==> src/rtl/pwm_capture.sv <==
// PWM input capture: measures period and high (or low) time of i_pwm in
// prescaled clock ticks, exposed on the peripheral register bus with a level interrupt.
module pwm_capture #(
    parameter int unsigned CNT_W = 16
) (
    input  logic        clk_i,
    input  logic        rst_ni,
    input  logic        re_i,
    input  logic        we_i,
    input  logic [7:0]  addr_i,
    input  logic [31:0] wdata_i,
    input  logic [3:0]  be_i,
    output logic [31:0] rdata_o,
    input  logic        i_pwm,
    output logic        intr_o
);

    localparam logic [7:0] ADDR_CTRL    = 8'h00;
    localparam logic [7:0] ADDR_DIVISOR = 8'h04;
    localparam logic [7:0] ADDR_PERIOD  = 8'h08;
    localparam logic [7:0] ADDR_HIGH    = 8'h0C;
    localparam logic [7:0] ADDR_STATUS  = 8'h10;

    typedef enum logic [1:0] {
        IDLE,
        ARM,
        HIGH_PH,
        LOW_PH
    } state_t;

    state_t state_q, state_d;

    logic [3:0]       ctrl_q, ctrl_d;
    logic [CNT_W-1:0] divisor_q;
    logic [CNT_W-1:0] period_q;
    logic [CNT_W-1:0] high_q;
    logic [CNT_W-1:0] hi_lat_q;
    logic [CNT_W-1:0] cnt_q;
    logic [CNT_W-1:0] cnt_sum;
    logic [CNT_W-1:0] psc_q;
    logic             valid_q;
    logic             ovf_q;
    logic             intr_q;
    logic             sync1_q, sync2_q, lvl_q;
    logic             lvl, rise, fall, tick, cnt_max;
    logic             wr, wr_ctrl, wr_div, wr_status;
    logic             cnt_clr, cnt_inc, psc_clr, hi_load, cap_load, ovf_set, en_clr, busy;
    logic             ctrl_en, ctrl_irq, ctrl_cont, ctrl_inv;
    logic             unused_bits;

    assign unused_bits = ^{be_i, wdata_i};

    assign ctrl_en   = ctrl_q[0];
    assign ctrl_irq  = ctrl_q[1];
    assign ctrl_cont = ctrl_q[2];
    assign ctrl_inv  = ctrl_q[3];

    assign wr        = we_i & ~re_i;
    assign wr_ctrl   = wr && (addr_i == ADDR_CTRL);
    assign wr_div    = wr && (addr_i == ADDR_DIVISOR);
    assign wr_status = wr && (addr_i == ADDR_STATUS);

    always_ff @(posedge clk_i or negedge rst_ni) begin
        if (!rst_ni) begin
            sync1_q <= 1'b0;
            sync2_q <= 1'b0;
            lvl_q   <= 1'b0;
        end else begin
            sync1_q <= i_pwm;
            sync2_q <= sync1_q;
            lvl_q   <= lvl;
        end
    end

    assign lvl  = sync2_q ^ ctrl_inv;
    assign rise = lvl & ~lvl_q;
    assign fall = ~lvl & lvl_q;

    assign tick = (psc_q == divisor_q);

    always_ff @(posedge clk_i or negedge rst_ni) begin
        if (!rst_ni) begin
            psc_q <= '0;
        end else if (psc_clr || rise || tick) begin
            psc_q <= '0;
        end else begin
            psc_q <= psc_q + 1'b1;
        end
    end

    // Latched values include a tick landing on the edge cycle itself, so a
    // period of N ticks reads back as N rather than N-1.
    assign cnt_sum = cnt_q + CNT_W'(tick);
    assign cnt_max = (cnt_q == '1);

    always_ff @(posedge clk_i or negedge rst_ni) begin
        if (!rst_ni) begin
            state_q <= IDLE;
        end else begin
            state_q <= state_d;
        end
    end

    always_comb begin
        state_d = state_q;
        if (!ctrl_en) begin
            state_d = IDLE;
        end else begin
            case (state_q)
                IDLE:    state_d = ARM;
                ARM:     if (rise) state_d = HIGH_PH;
                HIGH_PH: begin
                    if (tick && cnt_max) state_d = ARM;
                    else if (fall)       state_d = LOW_PH;
                end
                LOW_PH: begin
                    if (tick && cnt_max) state_d = ARM;
                    else if (rise)       state_d = ctrl_cont ? HIGH_PH : IDLE;
                end
                default: state_d = IDLE;
            endcase
        end
    end

    always_comb begin
        cnt_clr  = 1'b0;
        cnt_inc  = 1'b0;
        psc_clr  = 1'b0;
        hi_load  = 1'b0;
        cap_load = 1'b0;
        ovf_set  = 1'b0;
        en_clr   = 1'b0;
        busy     = (state_q != IDLE);
        if (!ctrl_en) begin
            cnt_clr = 1'b1;
            psc_clr = 1'b1;
        end else begin
            case (state_q)
                IDLE: begin
                    cnt_clr = 1'b1;
                    psc_clr = 1'b1;
                end
                ARM: cnt_clr = 1'b1;
                HIGH_PH: begin
                    if (tick && cnt_max) begin
                        ovf_set = 1'b1;
                    end else begin
                        cnt_inc = tick;
                        hi_load = fall;
                    end
                end
                LOW_PH: begin
                    if (tick && cnt_max) begin
                        ovf_set = 1'b1;
                    end else if (rise) begin
                        cap_load = 1'b1;
                        cnt_clr  = 1'b1;
                        en_clr   = ~ctrl_cont;
                    end else begin
                        cnt_inc = tick;
                    end
                end
                default: ;
            endcase
        end
    end

    always_ff @(posedge clk_i or negedge rst_ni) begin
        if (!rst_ni) begin
            cnt_q    <= '0;
            hi_lat_q <= '0;
            period_q <= '0;
            high_q   <= '0;
        end else begin
            if (cnt_clr)      cnt_q <= '0;
            else if (cnt_inc) cnt_q <= cnt_sum;
            if (hi_load) hi_lat_q <= cnt_sum;
            if (cap_load) begin
                period_q <= cnt_sum;
                high_q   <= hi_lat_q;
            end
        end
    end

    // Hardware en clear takes priority over a same-cycle software write.
    always_comb begin
        ctrl_d = ctrl_q;
        if (wr_ctrl) ctrl_d = wdata_i[3:0];
        if (en_clr)  ctrl_d[0] = 1'b0;
    end

    always_ff @(posedge clk_i or negedge rst_ni) begin
        if (!rst_ni) begin
            ctrl_q    <= '0;
            divisor_q <= '0;
            valid_q   <= 1'b0;
            ovf_q     <= 1'b0;
            intr_q    <= 1'b0;
        end else begin
            ctrl_q <= ctrl_d;
            if (wr_div) divisor_q <= wdata_i[CNT_W-1:0];
            valid_q <= cap_load | (valid_q & ~(wr_status & wdata_i[0]));
            ovf_q   <= ovf_set  | (ovf_q   & ~(wr_status & wdata_i[1]));
            intr_q  <= ctrl_irq & valid_q;
        end
    end

    assign intr_o = intr_q;

    always_comb begin
        rdata_o = '0;
        case (addr_i)
            ADDR_CTRL:    rdata_o[3:0]       = ctrl_q;
            ADDR_DIVISOR: rdata_o[CNT_W-1:0] = divisor_q;
            ADDR_PERIOD:  rdata_o[CNT_W-1:0] = period_q;
            ADDR_HIGH:    rdata_o[CNT_W-1:0] = high_q;
            ADDR_STATUS:  rdata_o[2:0]       = {busy, ovf_q, valid_q};
            default:      ;
        endcase
    end

endmodule

==> config.mk <==
export PLATFORM = sky130hd
export DESIGN_NAME = pwm_capture
export DESIGN_NICKNAME = d
export VERILOG_FILES = /design/src/rtl/pwm_capture.sv
export SDC_FILE = /design/constraint.sdc
export NUM_CORES = 1
export LEC_CHECK = 0
export CAP_MARGIN = 20
export CORE_ASPECT_RATIO = 0.9
export CORE_MARGIN = 1
export CORE_UTILIZATION = 52
export CTS_BUF_LIST = sky130_fd_sc_hd__clkbuf_8
export CTS_CLUSTER_SIZE = 10
export DETAILED_ROUTE_END_ITERATION = 8
export PLACE_DENSITY = 0.77
export SLEW_MARGIN = 30
export SYNTH_ARGS = -nofsm -noshare
export SYNTH_HDL_FRONTEND = slang
export SYNTH_SLANG_ARGS = --single-unit
==> constraint.sdc <==
create_clock -name clk_i -period 4 [get_ports clk_i]
set_input_delay 0.8 -clock clk_i [delete_from_list [all_inputs] [get_ports clk_i]]
set_output_delay 0.8 -clock clk_i [all_outputs]
set_load 0.1 [all_outputs]
## Word level (Yosys, flattened, before mapping)

Cells that the tools add are included.

- Flip-flop bits (word level): 108
- Word-level logic and storage cells: 99
- Output and inout port bits: 33
- Input port bits: 49

- Add/sub/neg operators: 2
- Eq/ne operators: 12
- Reductions and logical operators: 14
- Mux-type cells: 39
- Bitwise operators: 17

Operators with widths:

| operator | number |
|---|---|
| 2-to-1 mux 16 bit | 3 |
| one-hot mux 12 bit (3 select lines) | 1 |
| 2-to-1 mux 1 bit | 23 |
| adder 16 x 1 -> 16 bit | 1 |
| adder 16 x 1 -> 16 bit, second input constant | 1 |
| == test 16 bit | 1 |
| == test 16 bit, second input constant | 1 |
| == test 8 x 4 -> 1 bit, second input constant | 2 |
| one-hot mux 3 bit (5 select lines) | 1 |
| 2-to-1 mux 2 bit | 7 |
| bitwise AND 1 bit | 8 |
| == test 8 x 3 -> 1 bit, second input constant | 1 |
| == test 8 x 5 -> 1 bit, second input constant | 1 |
| zero test 8 bit | 1 |
| != test 4 bit, second input constant | 2 |
| one-hot mux 2 bit (4 select lines) | 1 |
| inverter 1 bit | 6 |
| nonzero test 2 bit | 3 |
| == test 2 bit, second input constant | 2 |
| logical AND 1 bit | 4 |
| one-hot mux 1 bit (2 select lines) | 2 |
| one-hot mux 1 bit (4 select lines) | 1 |
| OR reduction 2 bit | 2 |
| != test 3 bit, second input constant | 1 |
| 6 further kinds | 8 |

## Longest topological paths before layout

Gate-level depths: netlist of run 1.

- Depth after elaboration: 8
- Mapped depth: 13
- Depth with buffers taken out: 11

## Worst setup path after synthesis of run 1

OpenSTA, ideal clock, no wires.

- Path type: input to output
- Start: input port addr_i[7]
- End: output port rdata_o[0]
- Path buffers: 1
- Data required time: 3.200 ns
- Slack: 0.161 ns
- Arrival: 3.039 ns
- Stages on the path: 6
- Path through: or4_4 or3b_4 nor2_4 buf_2 a22oi_1 nand3_1

- Cells in the longest elaborated chain, start to end: 2
- Elaborated cells between the ends (all ways): 6
- Those cells by class: eq/ne: 4; mux: 1; reduce/logical: 1

Ends and longest elaborated chain:

| item | line | source |
|---|---|---|
| from (decl) | 10 | `input logic [7:0] addr_i,` |
| == test 8 x 5 -> 1 bit, or another cell as far along | 212 | `case (addr_i)` |
| one-hot mux 3 bit (5 select lines) (*) | 212 |  |
| to (decl) | 13 | `output logic [31:0] rdata_o,` |

Every way passes the cells marked *; elsewhere a longest branch is shown, timed or not.

## Worst setup path in the final report of run 1

- Start: input port addr_i[7]
- End: output port rdata_o[6]

- Cells in the longest elaborated chain, start to end: 2
- Elaborated cells between the ends (all ways): 4
- Those cells by class: eq/ne: 3; mux: 1

Ends and longest elaborated chain:

| item | line |
|---|---|
| == test 8 x 4 -> 1 bit or == test 8 x 3 -> 1 bit (tied branches) | 212 |
| one-hot mux 12 bit (3 select lines) (*) | 212 |

Marks and branches as above.

==> results_dict.tcl, run 1 <==
set metrics [dict create \
    status "finished with violations" \
    failed_checks "design-rule violations" \
    cp.depth 8 \
    async_reset_ff_share_pct 100 \
    slowest_stage "or4_4" \
    worstSetupStartpoint "addr_i[7]" \
    nets 570 \
    final_cell_mix "108 x dfrtp_1, 55 x mux2_2, 36 x nand3_1" \
    overflow 0 \
    cp_cell_sequence "clkdlybuf4s50_1 > or4_4 > or3b_4 > nor2_4 > buf_12 > a222oi_1 > inv_1 > buf_12" \
    synthAdderAreaFrac_pct 0.687 \
    numPortBuffers 45 \
    worstMarginPinSlew_ns 0.961 \
    power_uw 1970 \
    setup_viol 0 \
    regToRegSetupSlack_ns 0.79 \
    ant_nets 0 \
    synthSimpleGateAreaFrac_pct 14.4 \
    multiInputGateArea_um2 2500 \
    dieArea_um2 10900 \
    grt_usage_pct 23.5 \
    power.static_leakage_uw 0.00304 \
    drive_gt1_share_pct 23.5 \
    ff_latch_area_um2 2700 \
    r2r-start "divisor_q[2]" \
    via_count 3880 \
    synth_top_family_by_area "simple AND/OR/NAND/NOR gates" \
    rsz0062_at_grt "no" \
    setup-tns-final_ns 0 \
    worst_setup_path_end_kind "output pin" \
    avgRoutedWirePerCell_um 18.2 \
    synth_flop_cell "dfrtp_1" \
    cap_viol_max_count 0 \
    cp.arrival_ns 3.04 \
    synthTopCellsByArea "dfrtp_1 49%, mux2_2 11%, xor2_1 5.1%" \
    critPathMaxStageDelay_ns 0.58 \
    grt_pass1_vias 3867 \
    grt_pass1_wl_mm 19.4 \
    cts_hold_buffers 0 \
    finalHoldViolCount 0 \
    ys_ff_latch 108 \
    rows 35 \
    synth_edf_count 0 \
    crit_type "primary input to output pin" \
    ys_seq_area_share_pct 49.5 \
    drt_iter0_markers 374 \
    p_int_uw 1420 \
    postCtsSetupRepairBufs 0 \
    powerDensity_nw_per_um2 309 \
    core_um2 10200 \
    syn2layout_area_growth_pct 16.4 \
    max_freq_mhz 260 \
    cp_top_family "simple AND/OR/NAND/NOR gates" \
    path_clk_slew_ns 0.09 \
    syn_avg_cell_area_um2 11.5 \
    clock_path_buffers 2 \
    drt-total-wl_mm 11.9 \
    cts_tree "built" \
    netlist.area_leader.share_pct 49.5 \
    clk_latency_ns 0.38 \
    synthMuxAreaShare_pct 14.3 \
    antenna_found_initial 0 \
    slew_headroom_pct 35.7 \
    insertedDiodeCount 0 \
    path_buf_inv 4 \
    reg2reg_to "cnt_q[14]" \
    numCtsBuffers 9 \
    start_util_pct 53.3 \
    drc 2 \
    finClkSkew_ns 0.00923 \
    period_needed_ns 3.84 \
    syn_inst 476 \
    hold_class "flip-flop to flip-flop" \
    timing.final.crit_share_pct 96.0 \
    switching_share_pct 27.8 \
    cp_max_fo 12 \
    fillerInstances 823 \
    ys_warn_count 0 \
    finalMaxSlewViolations 0 \
    yosysUniqueCellTypes 54 \
    vias_per_cell 5.95 \
    synth_compound_area_share_pct 8.04 \
    grt_max_degree 109 \
    ir_worst_vdd_mv 0.174 \
    dp_hpwl_mm 8.21 \
    p_seq_share_pct 56.3 \
    synth_xor_area_share_pct 7.21 \
    p_clk_share_pct 33.3 \
    first_pass_iters 8 \
    power_switching_uw 547 \
    place.gp.congestion 0.848 \
    p_comb_share_pct 10.5 \
    dieHeight_um 99.2 \
    worst_path_most_repeated_cell "buf_12" \
    r2r_cells 12 \
    synth_top_area_cell "dfrtp_1" \
    cts.htree.levels 3 \
    syn_area_um2 5460 \
    cp_data_required_time_ns 3.20 \
    die_w_um 110 \
    clk_root_buffer_cell "clkbuf_8" \
    final_common_cell "dfrtp_1" \
    cts_resized 0 \
    critPathCapture "rdata_o[6]" \
    io_pins 82 \
    cts_sinks 108 \
    worst_setup_path_start_kind "primary input" \
]
## power by group through the flow
stage | clock (µW) | combinational (µW) | sequential [µW]
after floorplan | 0 | 144 | 1120
after CTS | 670 | 207 | 1110
after detailed placement | 0 | 206 | 1130
after global routing | 708 | 220 | 1110
final | 654 | 206 | 1110
after global placement | 0 | 202 | 1130
## cell usage after synthesis, types with 7 or more instances
master / number
buf_2: 7
and2_1: 7
xor2_1: 32
nor2_1: 28
inv_1: 18
nor3_1: 8
nand3_1: 36
xnor2_1: 13
buf_4: 18
nor4_1: 10
mux2_4: 10
dfrtp_1: 108
mux2_2: 55
clkbuf_1: 11
a222oi_1: 13
nand4_1: 10
a31oi_1: 12
nand2_1: 24
## layout make-up
cell class | instances | share of cell area (%)
flip-flops and latches | 108 | 42.5
multi-input cells | 323 | 39.3
repair buffers | 57 | 11.6
well taps | 129 | 2.54
clock buffers | 11 | 2.38
inverters | 19 | 1.12
clock inverters | 5 | 0.649
## stage by stage
stage / std cells / worst slack (ns) / instance area (µm²) / hold slack, ns / util [%]
after global placement: 636 / 0.171 / 6170 / 0.339 / 60.2
final: 652 / 0.161 / 6360 / 0.354 / 62.1
after detailed placement: 636 / 0.158 / 6170 / 0.346 / 60.2
after global routing: 652 / 0.0875 / 6360 / 0.372 / 62.1
after floorplan: 491 / 0.161 / 5520 / 0.331 / -
after CTS: 652 / 0.151 / 6360 / 0.358 / 62.1
## layer usage
layer	wire length [µm]	vias to the layer above	GRT usage [%]
met2	5680	158	35.9
met4	288	0	9.03
met1	5230	1942	33.0
li1	-	1755	-
met5	0	-	0
met3	659	25	4.52
## kinds of logic (layout without fill, tap and decap cells)
group | Yosys count | count (layout)
other | 1 | 16
DFF | 108 | 108
buffers and inverters | 60 | 92
and+or+nand+nor | 142 | 142
adders and majority gates | 3 | 3
AOI/OAI and AO/OA | 51 | 51
xor gates and xnor gates | 45 | 45
muxes | 66 | 66
## registers in the layout (all words and copies together) (netlist names), 2 cells and up
register and count:
divisor_q 16, period_q 16, psc_q 16, cnt_q 16
high_q 16, ctrl_q 4, hi_lat_q 16, state_q 2
## how the worst min path moves through the flow
stage / from / to / slack (ns) / cells after the start
after floorplan: sync1_q / sync2_q / 0.33 / 0
after global placement: sync1_q / sync2_q / 0.34 / 0
after detailed placement: sync1_q / sync2_q / 0.35 / 0
after CTS: sync1_q / sync2_q / 0.36 / 0
after global routing: sync1_q / sync2_q / 0.37 / 0
final: sync1_q / sync2_q / 0.35 / 0
No activity file was read; power rests on OpenSTA's default activity.
==> run 2: changes to the inputs <==
--- a/config.mk
+++ b/config.mk
@@ -13,7 +13,9 @@
 export CTS_CLUSTER_SIZE = 10
 export DETAILED_ROUTE_END_ITERATION = 8
 export PLACE_DENSITY = 0.77
+export SETUP_SLACK_MARGIN = 0.15
 export SLEW_MARGIN = 30
 export SYNTH_ARGS = -nofsm -noshare
 export SYNTH_HDL_FRONTEND = slang
 export SYNTH_SLANG_ARGS = --single-unit
+export TNS_END_PERCENT = 20
==> constraint.sdc (replaced) <==
create_clock -name clk_i -period 4 [get_ports clk_i]
set_input_delay 0.8 -clock clk_i [delete_from_list [all_inputs] [get_ports clk_i]]
set_output_delay 0.8 -clock clk_i [all_outputs]
set_load 0.05 [all_outputs]
==> run 2 against run 1 <==
  * The flow still finishes with violations (design-rule violations)
  * Power is 3.0% higher
  * Sequential power hardly changed
  * Clock power is 14% higher
  * Worst hold slack hardly changed
  * Cell area is 0.59% higher
  * Critical path type unchanged
  * Die area stayed put
  * Utilization is 0.37 points higher
  * Combinational power is 16% lower
  * Final cell count stayed put
==> results_dict.tcl, run 2 (synthesis results as in run 1) <==
set metrics [dict create \
    first_pass_iters 7 \
    ant_nets 0 \
    dp_hpwl_mm 8.17 \
    clk_latency_ns 0.38 \
    die_w_um 110 \
    numCtsBuffers 9 \
    cts.htree.levels 3 \
    timing.final.crit_share_pct 94.3 \
    setup_viol 0 \
    final_common_cell "dfrtp_1" \
    critPathMaxStageDelay_ns 0.58 \
    path_clk_slew_ns 0.09 \
    place.gp.congestion 0.848 \
    power_uw 2030 \
    dieArea_um2 10900 \
    power.static_leakage_uw 0.00307 \
    avgRoutedWirePerCell_um 18.0 \
    drive_gt1_share_pct 23.5 \
    pre_cts_slack_ns 0.193 \
    cp_top_family "simple AND/OR/NAND/NOR gates" \
    final_area_um2 6400 \
    rsz0062_at_grt "no" \
    cp.arrival_ns 2.97 \
    slowest_stage "or4_4" \
    place_area_um2 6170 \
    via_count 3848 \
    grt_pass1_wl_mm 19.3 \
    drc 2 \
    nets 571 \
    io_pins 82 \
    worst_setup_path_start_kind "primary input" \
    cp_max_fo 16 \
    cp_data_required_time_ns 3.20 \
    finalMaxSlewViolations 0 \
    setup-tns-final_ns 0 \
    cts_sinks 108 \
    crit_type "primary input to output pin" \
    drt_iter0_markers 384 \
    finalHoldViolCount 0 \
    grt_usage_pct 23.3 \
    powerDensity_nw_per_um2 317 \
    start_util_pct 53.3 \
    grt_max_degree 109 \
    numPortBuffers 45 \
    period_needed_ns 3.77 \
    worstMarginPinSlew_ns 0.813 \
    overflow 0 \
    clock_path_buffers 2 \
    antenna_found_initial 0 \
    hold_class "flip-flop to flip-flop" \
    ir_worst_vdd_mv 0.202 \
    syn2layout_area_growth_pct 17.1 \
    worst_setup_path_end_kind "output pin" \
    core_um2 10200 \
    fin_ws_ns 0.228 \
    clk_root_buffer_cell "clkbuf_8" \
    vias_per_cell 5.90 \
    insertedDiodeCount 0 \
    cp_cell_sequence "clkdlybuf4s50_1 > or4_4 > or3b_4 > nor3_4 > buf_12 > a222oi_1 > inv_1 > buf_12" \
    dieHeight_um 99.2 \
    drt-total-wl_mm 11.7 \
    slew_headroom_pct 45.7 \
    cts_tree "built" \
    path_buf_inv 4 \
    cap_viol_max_count 0 \
    failed_checks "design-rule violations" \
    grt_pass1_vias 3837 \
    cts_hold_buffers 0 \
    final_cell_mix "108 x dfrtp_1, 55 x mux2_2, 36 x nand3_1" \
    max_freq_mhz 265 \
    finClkSkew_ns 0.00983 \
    worst_path_most_repeated_cell "buf_12" \
    status "finished with violations" \
    rows 35 \
]
[run 2: changes by cell type in the layout (fill, tap and decap cells not counted)]
cell	previous run	this run
buf_4	10	11
clkinvlp_4	2	1
inv_6	3	1
clkbuf_8	11	10
bufinv_16	0	2
clkinv_4	0	1
[run 2: layout make-up]
type / instances / area [µm²]
Fill cell: 849 / 3850
Sequential cell: 108 / 2700
Multi-Input combinational cell: 323 / 2500
Timing Repair Buffer: 58 / 743
Tap cell: 129 / 161
Clock buffer: 10 / 138
Clock inverter: 5 / 85.1
Inverter: 19 / 71.3
[run 2: per-stage QoR]
stage / instances / util (%) / hold WS, ns
global route: 652 / 62.4 / 0.372
finish: 652 / 62.4 / 0.354
detailed placement: 636 / 60.2 / 0.346
CTS: 651 / 62.4 / 0.357
floorplan: 491 / - / 0.331
global placement: 636 / 60.2 / 0.339
[run 2: final timing paths]
kind	from	end	slack, ns	cells after the start
min in group asynchronous	rst_ni	high_q[1]	0.48	2
min reg2reg	sync1_q	sync2_q	0.35	0
max	addr_i[7]	rdata_o[6]	0.23	8
max in group asynchronous	rst_ni	period_q[13]	3.10	2
min	sync1_q	sync2_q	0.35	0
max reg2reg	psc_q[2]	cnt_q[14]	0.78	12
[run 2: per-layer routing]
| metal | GRT usage, % | up-vias | share of wire (%) |
|---|---|---|---|
| met3 | 4.39 | 19 | 4.5 |
| met4 | 8.31 | 0 | 1.9 |
| met2 | 36.5 | 125 | 48 |
| met5 | 0 | - | 0 |
| li1 | - | 1761 | - |
| met1 | 32.5 | 1943 | 45 |
[run 2: worst reg2reg max path: cells and delay by family, from the launching register on]
family                   cells  cell delay [ns]
AND/OR/NAND/NOR              5             1.27
buffers and inverters        2             0.31
AO/OA/AOI/OAI                1             0.16
adder cells (fa/ha/maj)      2             0.42
XOR/XNOR                     2             0.50
flip-flops                   1             0.46
[run 2: report_power, final]
part	leakage [µW]	total [µW]	switching (µW)	internal, µW
registers	0.00150	1110	8.77	1100
clock network	0.000109	744	374	370
logic	0.00146	174	120	54.3
[run 2: what timing repair did]
action,4_1_cts,5_1_grt
endpoints found under the setup margin,0,6
resized for setup,0,0
buffers inserted,0,1
